<file path="src/rtl/aes_mix_columns_pipe.sv">
// AES MixColumns / InvMixColumns engine that transforms COLS_PER_CYCLE columns per clock.
// The optional pass-through mode for the final AES round is enabled by defining
// AES_MIXCOL_BYPASS_EN, which adds the s_bypass input.
// With OUT_REG=1, the result is copied into a dedicated output register one cycle after
// the engine finishes. While in DONE, s_ready follows m_ready only once m_valid is up, so
// a new state is never accepted before the previous result has actually been presented.
module aes_mix_columns_pipe #(
    parameter int unsigned COLS_PER_CYCLE = 1,
    parameter int unsigned OUT_REG        = 1
) (
    input  logic         clk,
    input  logic         rst,
    input  logic         s_valid,
    output logic         s_ready,
    input  logic [127:0] s_data,
    input  logic         s_inv,
`ifdef AES_MIXCOL_BYPASS_EN
    input  logic         s_bypass,
`endif
    output logic         m_valid,
    input  logic         m_ready,
    output logic [127:0] m_data
);

    localparam int unsigned DATA_W   = 128;
    localparam int unsigned COL_W    = 32;
    localparam int unsigned NCOLS    = 4;
    localparam int unsigned CNT_W    = 2;
    localparam logic [CNT_W-1:0] CNT_LAST = CNT_W'(NCOLS - COLS_PER_CYCLE);
    localparam logic [CNT_W-1:0] CNT_INC  = CNT_W'(COLS_PER_CYCLE);

    typedef enum logic [1:0] {
        ST_IDLE = 2'd0,
        ST_BUSY = 2'd1,
        ST_DONE = 2'd2
    } state_t;

    state_t              r_state;
    state_t              w_state_nxt;
    logic                r_run;
    logic [CNT_W-1:0]    r_cnt;
    logic [DATA_W-1:0]   r_work;
    logic                r_inv;
`ifdef AES_MIXCOL_BYPASS_EN
    logic                r_byp;
`endif
    logic [DATA_W-1:0]   w_work_nxt;
    logic                w_accept;
    logic                w_last;

    // GF(2^8) multiply by x, reduced by 0x11B
    function automatic logic [7:0] xtime(input logic [7:0] b);
        return {b[6:0], 1'b0} ^ (b[7] ? 8'h1b : 8'h00);
    endfunction

    // GF(2^8) multiply by a 4-bit constant as a sum of x-powers
    function automatic logic [7:0] gf_mul(input logic [7:0] b, input logic [3:0] k);
        logic [7:0] b2;
        logic [7:0] b4;
        logic [7:0] b8;
        b2 = xtime(b);
        b4 = xtime(b2);
        b8 = xtime(b4);
        return ({8{k[0]}} & b) ^ ({8{k[1]}} & b2) ^ ({8{k[2]}} & b4) ^ ({8{k[3]}} & b8);
    endfunction

    // One column through the circulant matrix (02 03 01 01) or (0E 0B 0D 09)
    function automatic logic [COL_W-1:0] mix_col(input logic [COL_W-1:0] col, input logic inv);
        logic [7:0] a [4];
        logic [7:0] b [4];
        logic [3:0] k [4];
        logic [7:0] acc;
        a[0] = col[31:24];
        a[1] = col[23:16];
        a[2] = col[15:8];
        a[3] = col[7:0];
        if (inv) begin
            k[0] = 4'he; k[1] = 4'hb; k[2] = 4'hd; k[3] = 4'h9;
        end else begin
            k[0] = 4'h2; k[1] = 4'h3; k[2] = 4'h1; k[3] = 4'h1;
        end
        for (int i = 0; i < 4; i++) begin
            acc = 8'h00;
            for (int j = 0; j < 4; j++) begin
                acc = acc ^ gf_mul(a[2'(i + j)], k[2'(j)]);
            end
            b[2'(i)] = acc;
        end
        return {b[0], b[1], b[2], b[3]};
    endfunction

    assign w_accept = s_valid && s_ready;
    assign w_last   = (r_state == ST_BUSY) && (r_cnt == CNT_LAST);

    // Next-state and input-ready decode
    always_comb begin
        w_state_nxt = r_state;
        s_ready     = 1'b0;
        case (r_state)
            ST_IDLE: begin
                s_ready = r_run;
                if (s_valid && r_run) begin
                    w_state_nxt = ST_BUSY;
                end
            end
            ST_BUSY: begin
                if (w_last) begin
                    w_state_nxt = ST_DONE;
                end
            end
            ST_DONE: begin
                s_ready = m_ready && m_valid;
                if (m_valid && m_ready) begin
                    w_state_nxt = s_valid ? ST_BUSY : ST_IDLE;
                end
            end
            default: begin
                w_state_nxt = ST_IDLE;
            end
        endcase
    end

    // State register; r_run keeps s_ready low until the first edge after reset
    always_ff @(posedge clk or posedge rst) begin
        if (rst) begin
            r_state <= ST_IDLE;
            r_run   <= 1'b0;
        end else begin
            r_state <= w_state_nxt;
            r_run   <= 1'b1;
        end
    end

    // Transform the column group selected by the counter, leave the rest untouched
    always_comb begin
        w_work_nxt = r_work;
        for (int unsigned j = 0; j < COLS_PER_CYCLE; j++) begin
            w_work_nxt[{~(r_cnt + CNT_W'(j)), 5'b0} +: COL_W] =
                mix_col(r_work[{~(r_cnt + CNT_W'(j)), 5'b0} +: COL_W], r_inv);
        end
`ifdef AES_MIXCOL_BYPASS_EN
        if (r_byp) begin
            w_work_nxt = r_work;
        end
`endif
    end

    // Working register, column counter and per-transfer controls
    always_ff @(posedge clk or posedge rst) begin
        if (rst) begin
            r_cnt  <= '0;
            r_work <= '0;
            r_inv  <= 1'b0;
`ifdef AES_MIXCOL_BYPASS_EN
            r_byp  <= 1'b0;
`endif
        end else if (w_accept) begin
            r_cnt  <= '0;
            r_work <= s_data;
            r_inv  <= s_inv;
`ifdef AES_MIXCOL_BYPASS_EN
            r_byp  <= s_bypass;
`endif
        end else if (r_state == ST_BUSY) begin
            r_work <= w_work_nxt;
            r_cnt  <= w_last ? '0 : r_cnt + CNT_INC;
        end
    end

    if (OUT_REG != 0) begin : g_out_reg
        logic              r_m_valid;
        logic [DATA_W-1:0] r_m_data;

        // Capture the finished state one cycle after DONE entry and hold it until taken
        always_ff @(posedge clk or posedge rst) begin
            if (rst) begin
                r_m_valid <= 1'b0;
                r_m_data  <= '0;
            end else if ((r_state == ST_DONE) && !r_m_valid) begin
                r_m_valid <= 1'b1;
                r_m_data  <= r_work;
            end else if (r_m_valid && m_ready) begin
                r_m_valid <= 1'b0;
            end
        end

        assign m_valid = r_m_valid;
        assign m_data  = r_m_data;
    end else begin : g_out_direct
        assign m_valid = (r_state == ST_DONE);
        assign m_data  = r_work;
    end

endmodule

</file>
<file path="config.mk">
export PLATFORM = sky130hd
export DESIGN_NAME = aes_mix_columns_pipe
export DESIGN_NICKNAME = d
export VERILOG_FILES = /design/src/rtl/aes_mix_columns_pipe.sv
export SDC_FILE = /design/constraint.sdc
export NUM_CORES = 1
export LEC_CHECK = 0
export ABC_AREA = 1
export CORE_ASPECT_RATIO = 1.75
export CORE_MARGIN = 3
export CORE_UTILIZATION = 53
export CTS_CLUSTER_SIZE = 25
export DETAILED_ROUTE_END_ITERATION = 10
export HOLD_SLACK_MARGIN = 0.06
export PLACE_DENSITY_LB_ADDON = 0.15
export SLEW_MARGIN = 10
export SYNTH_ARGS = -nofsm -noshare
export SYNTH_HDL_FRONTEND = slang
export SYNTH_SLANG_ARGS = --single-unit
</file>
<file path="constraint.sdc">
create_clock -name clk -period 27.1 [get_ports clk]
set_clock_uncertainty 0.1 [all_clocks]
set_input_delay 5.42 -clock clk [delete_from_list [all_inputs] [get_ports clk]]
set_output_delay 5.42 -clock clk [all_outputs]
set_load 0.1 [all_outputs]
</file>
==> impl_results.rst <==
.. list-table::
   :header-rows: 1

   * - Metric
     - Value
   * - Deepest clock path buffer count
     - 3
   * - Crit-path cells
     - clkdlybuf4s50_1 > nand2_1 > inv_1 > nand2_1 > nand2_1 > clkdlybuf4s50_1
   * - Clock tree from TritonCTS
     - yes
   * - Part of the cycle the worst path needs
     - between 40% and 50%
   * - Syn_nets
     - 1286
   * - Leakage power total
     - ~7.1 nW
   * - Switching Fraction
     - about half
   * - Final routed wire length divided by cell count
     - between 15 and 20 um
   * - Routed Antenna Nets
     - 0
   * - Measured slew at the worst slew-check pin
     - 1.29 ns
   * - CP Capture Type
     - output pin
   * - Proportion of power drawn by flip-flops and latches
     - approximately a third
   * - CTS root buf
     - clkbuf_16
   * - Top-Level Pins
     - about 260
   * - Quantity of gates resized following cts
     - 0
   * - Routability cong.
     - between 0.8 and 0.9
   * - Initial core utilization
     - between 50 and 60%
   * - Total global routing overflow
     - 0
   * - Dominant cell type by area after synthesis
     - dfrtp_1
   * - CP Launch Type
     - input pin
   * - Die X-Extent
     - roughly 110 um
   * - Classification of the worst setup path
     - in -> out
   * - Final Max Tran Viols
     - 0
   * - Max-slew headroom at the worst pin
     - between 10% and 20%
   * - Max-cap violation count
     - 0
   * - Total chip power
     - roughly 0.002 W
   * - Area of the die
     - ~21000 um2
   * - Switching Power
     - around 0.00099 W
   * - Combined area of all synthesized cells
     - about 10000 um2
   * - Family with the most delay on the worst path
     - buffers and inverters
   * - Worst Hold Class
     - reg -> reg
   * - Cell with the largest stage delay on the worst path
     - clkdlybuf4s50_1
   * - Maximum number of pins on one net before global-route repair
     - 130
   * - Utilization after layout
     - between 70% and 80%
   * - TritonCTS buffer count
     - 24
   * - Setup TNS
     - 0 ns
   * - Hold buffer count at CTS
     - 0
   * - Initial antenna violation count
     - 2
   * - Yosys warning total
     - 0
   * - Number of instances in the synthesized netlist
     - 1149
   * - Clock slew at reported path FFs
     - around 0.060 ns
   * - Arrival time at the worst endpoint
     - between 7 and 8 ns
   * - Global Route Usage Sum
     - between 20% and 30%
   * - Post-CTS setup buffer count
     - 0
   * - Fin crit period
     - between 10 and 15 ns
   * - Placeable core area
     - about 19000 um2
   * - Worst ir drop on vdd
     - ~91 uV
   * - CP Buf/Inv Count
     - 3
   * - Unrepaired setup endpoints after global routing
     - false
   * - Detail-routed via count per cell
     - roughly 5.3
   * - Post-synthesis register bit count
     - around 260
   * - DIE HEIGHT
     - 191 um
   * - Synth-to-Final Area Change
     - 33.7%
   * - Maximum fanout along the worst path
     - 2
   * - Routed WL
     - 26.9 mm
   * - Power density cells
     - approximately 140 nW/um2
   * - Global-route wire length before repair
     - 43.8 mm
   * - Count of TritonRoute iterations in the first routing pass
     - 5
   * - Later-pin clock latency in the skew report
     - between 0.5 and 0.6 ns
   * - Cell occurring most often along the worst timing path
     - nand2_1
   * - Biggest cell delay along the critical path
     - ~1.2 ns
   * - Portion of synthesized cell area occupied by the leading cell type
     - between 60% and 70%
   * - Cell types with the largest area share after synthesis
     - dfrtp_1 63%, nand2_1 19%, nand3_1 12%
   * - Total via count in the routed design
     - between 8000 and 9000
   * - Deepest level of the CTS H-tree
     - 1
   * - Fraction of final layout cells with drive strength greater than 1
     - 4.13%
   * - Detailed-route DRC error count
     - 0
   * - Endpoints failing hold
     - 0
   * - Worst Path Required
     - around 22 ns
   * - Upper clock frequency limit
     - approximately 77 MHz
   * - Clock Sink Count
     - about 260
   * - Logic gate share of total power
     - 50.1%
   * - HPWL after detailed placement
     - 16.2 mm
   * - Result of the run
     - finished, final reports clean
   * - IO Port Bufs
     - roughly 260
   * - Setup-violating endpoint count in the final report
     - 0
   * - Clock share of power
     - roughly 18%
   * - Vias in the first global route
     - about 8600
   * - Proportion of synthesized chip area in sequential cells
     - approximately 63%
   * - Final layout net count
     - 1501
   * - Netlist cell types
     - 19
   * - Drt first-iter violations
     - between 700 and 800
   * - Number of rows created at floorplan
     - between 60 and 70
   * - Internal power
     - around 0.00097 W
   * - Post-synthesis average cell area
     - approximately 9 um2
metal layers:
layer | routed length [um] | vias to the layer above | GRT usage (%)
met2 | 13800 | 275 | 42.3
met5 | 0 | - | 0
met4 | 884 | 0 | 9.56
met3 | 1620 | 50 | 4.54
met1 | 10600 | 4110 | 32.4
li1 | - | 4093 | -
registers in the layout, indices dropped and copies added (netlist names):
| register | count |
|---|---|
| r_work | 128 |
| m_valid | 1 |
| m_data | 128 |
| r_run | 1 |
| r_cnt | 2 |
| r_state | 2 |
kinds of logic after synthesis:
| kind of cell | Yosys count | synth area share [%] |
|---|---|---|
| adder cells (fa/ha/maj) | 4 | 0.484 |
| buffers and inverters | 91 | 4.07 |
| AND/OR/NAND/NOR | 786 | 31.7 |
| flip-flops | 262 | 63.4 |
| AO/OA/AOI/OAI | 5 | 0.302 |
| other | 1 | 0.0362 |
final cells by class:
| class | count | area [um2] |
|---|---|---|
| flip-flops and latches | 262 | 6560 |
| clock buffers | 36 | 737 |
| clock inverters | 7 | 110 |
| fillers | 1528 | 5360 |
| inverters | 9 | 43.8 |
| diodes | 2 | 5.00 |
| well taps | 241 | 302 |
| multi-input cells | 796 | 3390 |
| repair buffers | 271 | 2690 |
layout by cell type (no fill, tap or decap):
master,synthesis,final
inv_2,1,1
dfrtp_1,262,262
conb_1,1,1
o21ai_1,1,1
o21ai_0,2,2
nor3_1,1,1
nand2_4,0,2
nand3_2,1,1
bufinv_16,0,3
clkbuf_16,0,25
nor2_1,1,1
clkbuf_8,0,7
clkdlybuf4s50_1,0,261
inv_1,8,6
nand2_1,526,524
buf_4,11,10
nor2_4,1,1
clkbuf_1,28,4
inv_8,0,1
diode_2,0,2
ha_1,4,4
nand3_1,256,256
a21oi_1,1,1
inv_4,0,1
a21boi_4,0,1
clkinv_2,0,4
worst paths after layout:
kind	startpoint	end	slack (ns)	depth (start not counted)
max in group asynchronous	rst	r_work[65]	20.03	3
min	m_data[46]	m_data[46]	0.37	2
min reg2reg	m_data[46]	m_data[46]	0.37	2
max reg2reg	r_state[0]	r_work[31]	23.42	6
max	m_ready	s_ready	14.05	6
min in group asynchronous	rst	m_data[34]	5.41	2
power groups by stage:
stage | Clock [W] | Combinational (W) | Sequential, W
2_1_floorplan | 0 | 0.000258 | 0.00111
3_3_place_gp | 0 | 0.000979 | 0.000619
3_5_place_dp | 0 | 0.000989 | 0.000626
4_1_cts | 0.000365 | 0.000992 | 0.000620
5_1_grt | 0.000380 | 0.00104 | 0.000640
6_report | 0.000357 | 0.000984 | 0.000621
worst min-delay path, stage by stage, from the launching register on:
cell	delay [ns]
dfrtp_1	0.34
nand2_1	0.05
nand2_1	0.04
through the flow:
step / setup slack (ns) / instance area, um2 / std cells / hold WS, ns
floorplan: 14.37 / 10300 / 1149 / 0.369
global placement: 14.04 / 13000 / 1579 / 0.353
detailed placement: 14.06 / 13000 / 1579 / 0.357
CTS: 14.05 / 13800 / 1622 / 0.373
global route: 13.93 / 13800 / 1624 / 0.386
finish: 14.05 / 13800 / 1624 / 0.369
cells in the mapped netlist, drive strengths merged:
cell type  number
nor3            1
a21oi           1
nand2         526
conb            1
a21boi          1
buf            54
dfrtp         262
clkbuf         28
nand3         257
nor2            2
inv             9
ha              4
o21ai           3
(Power assumes the default switching activity.)
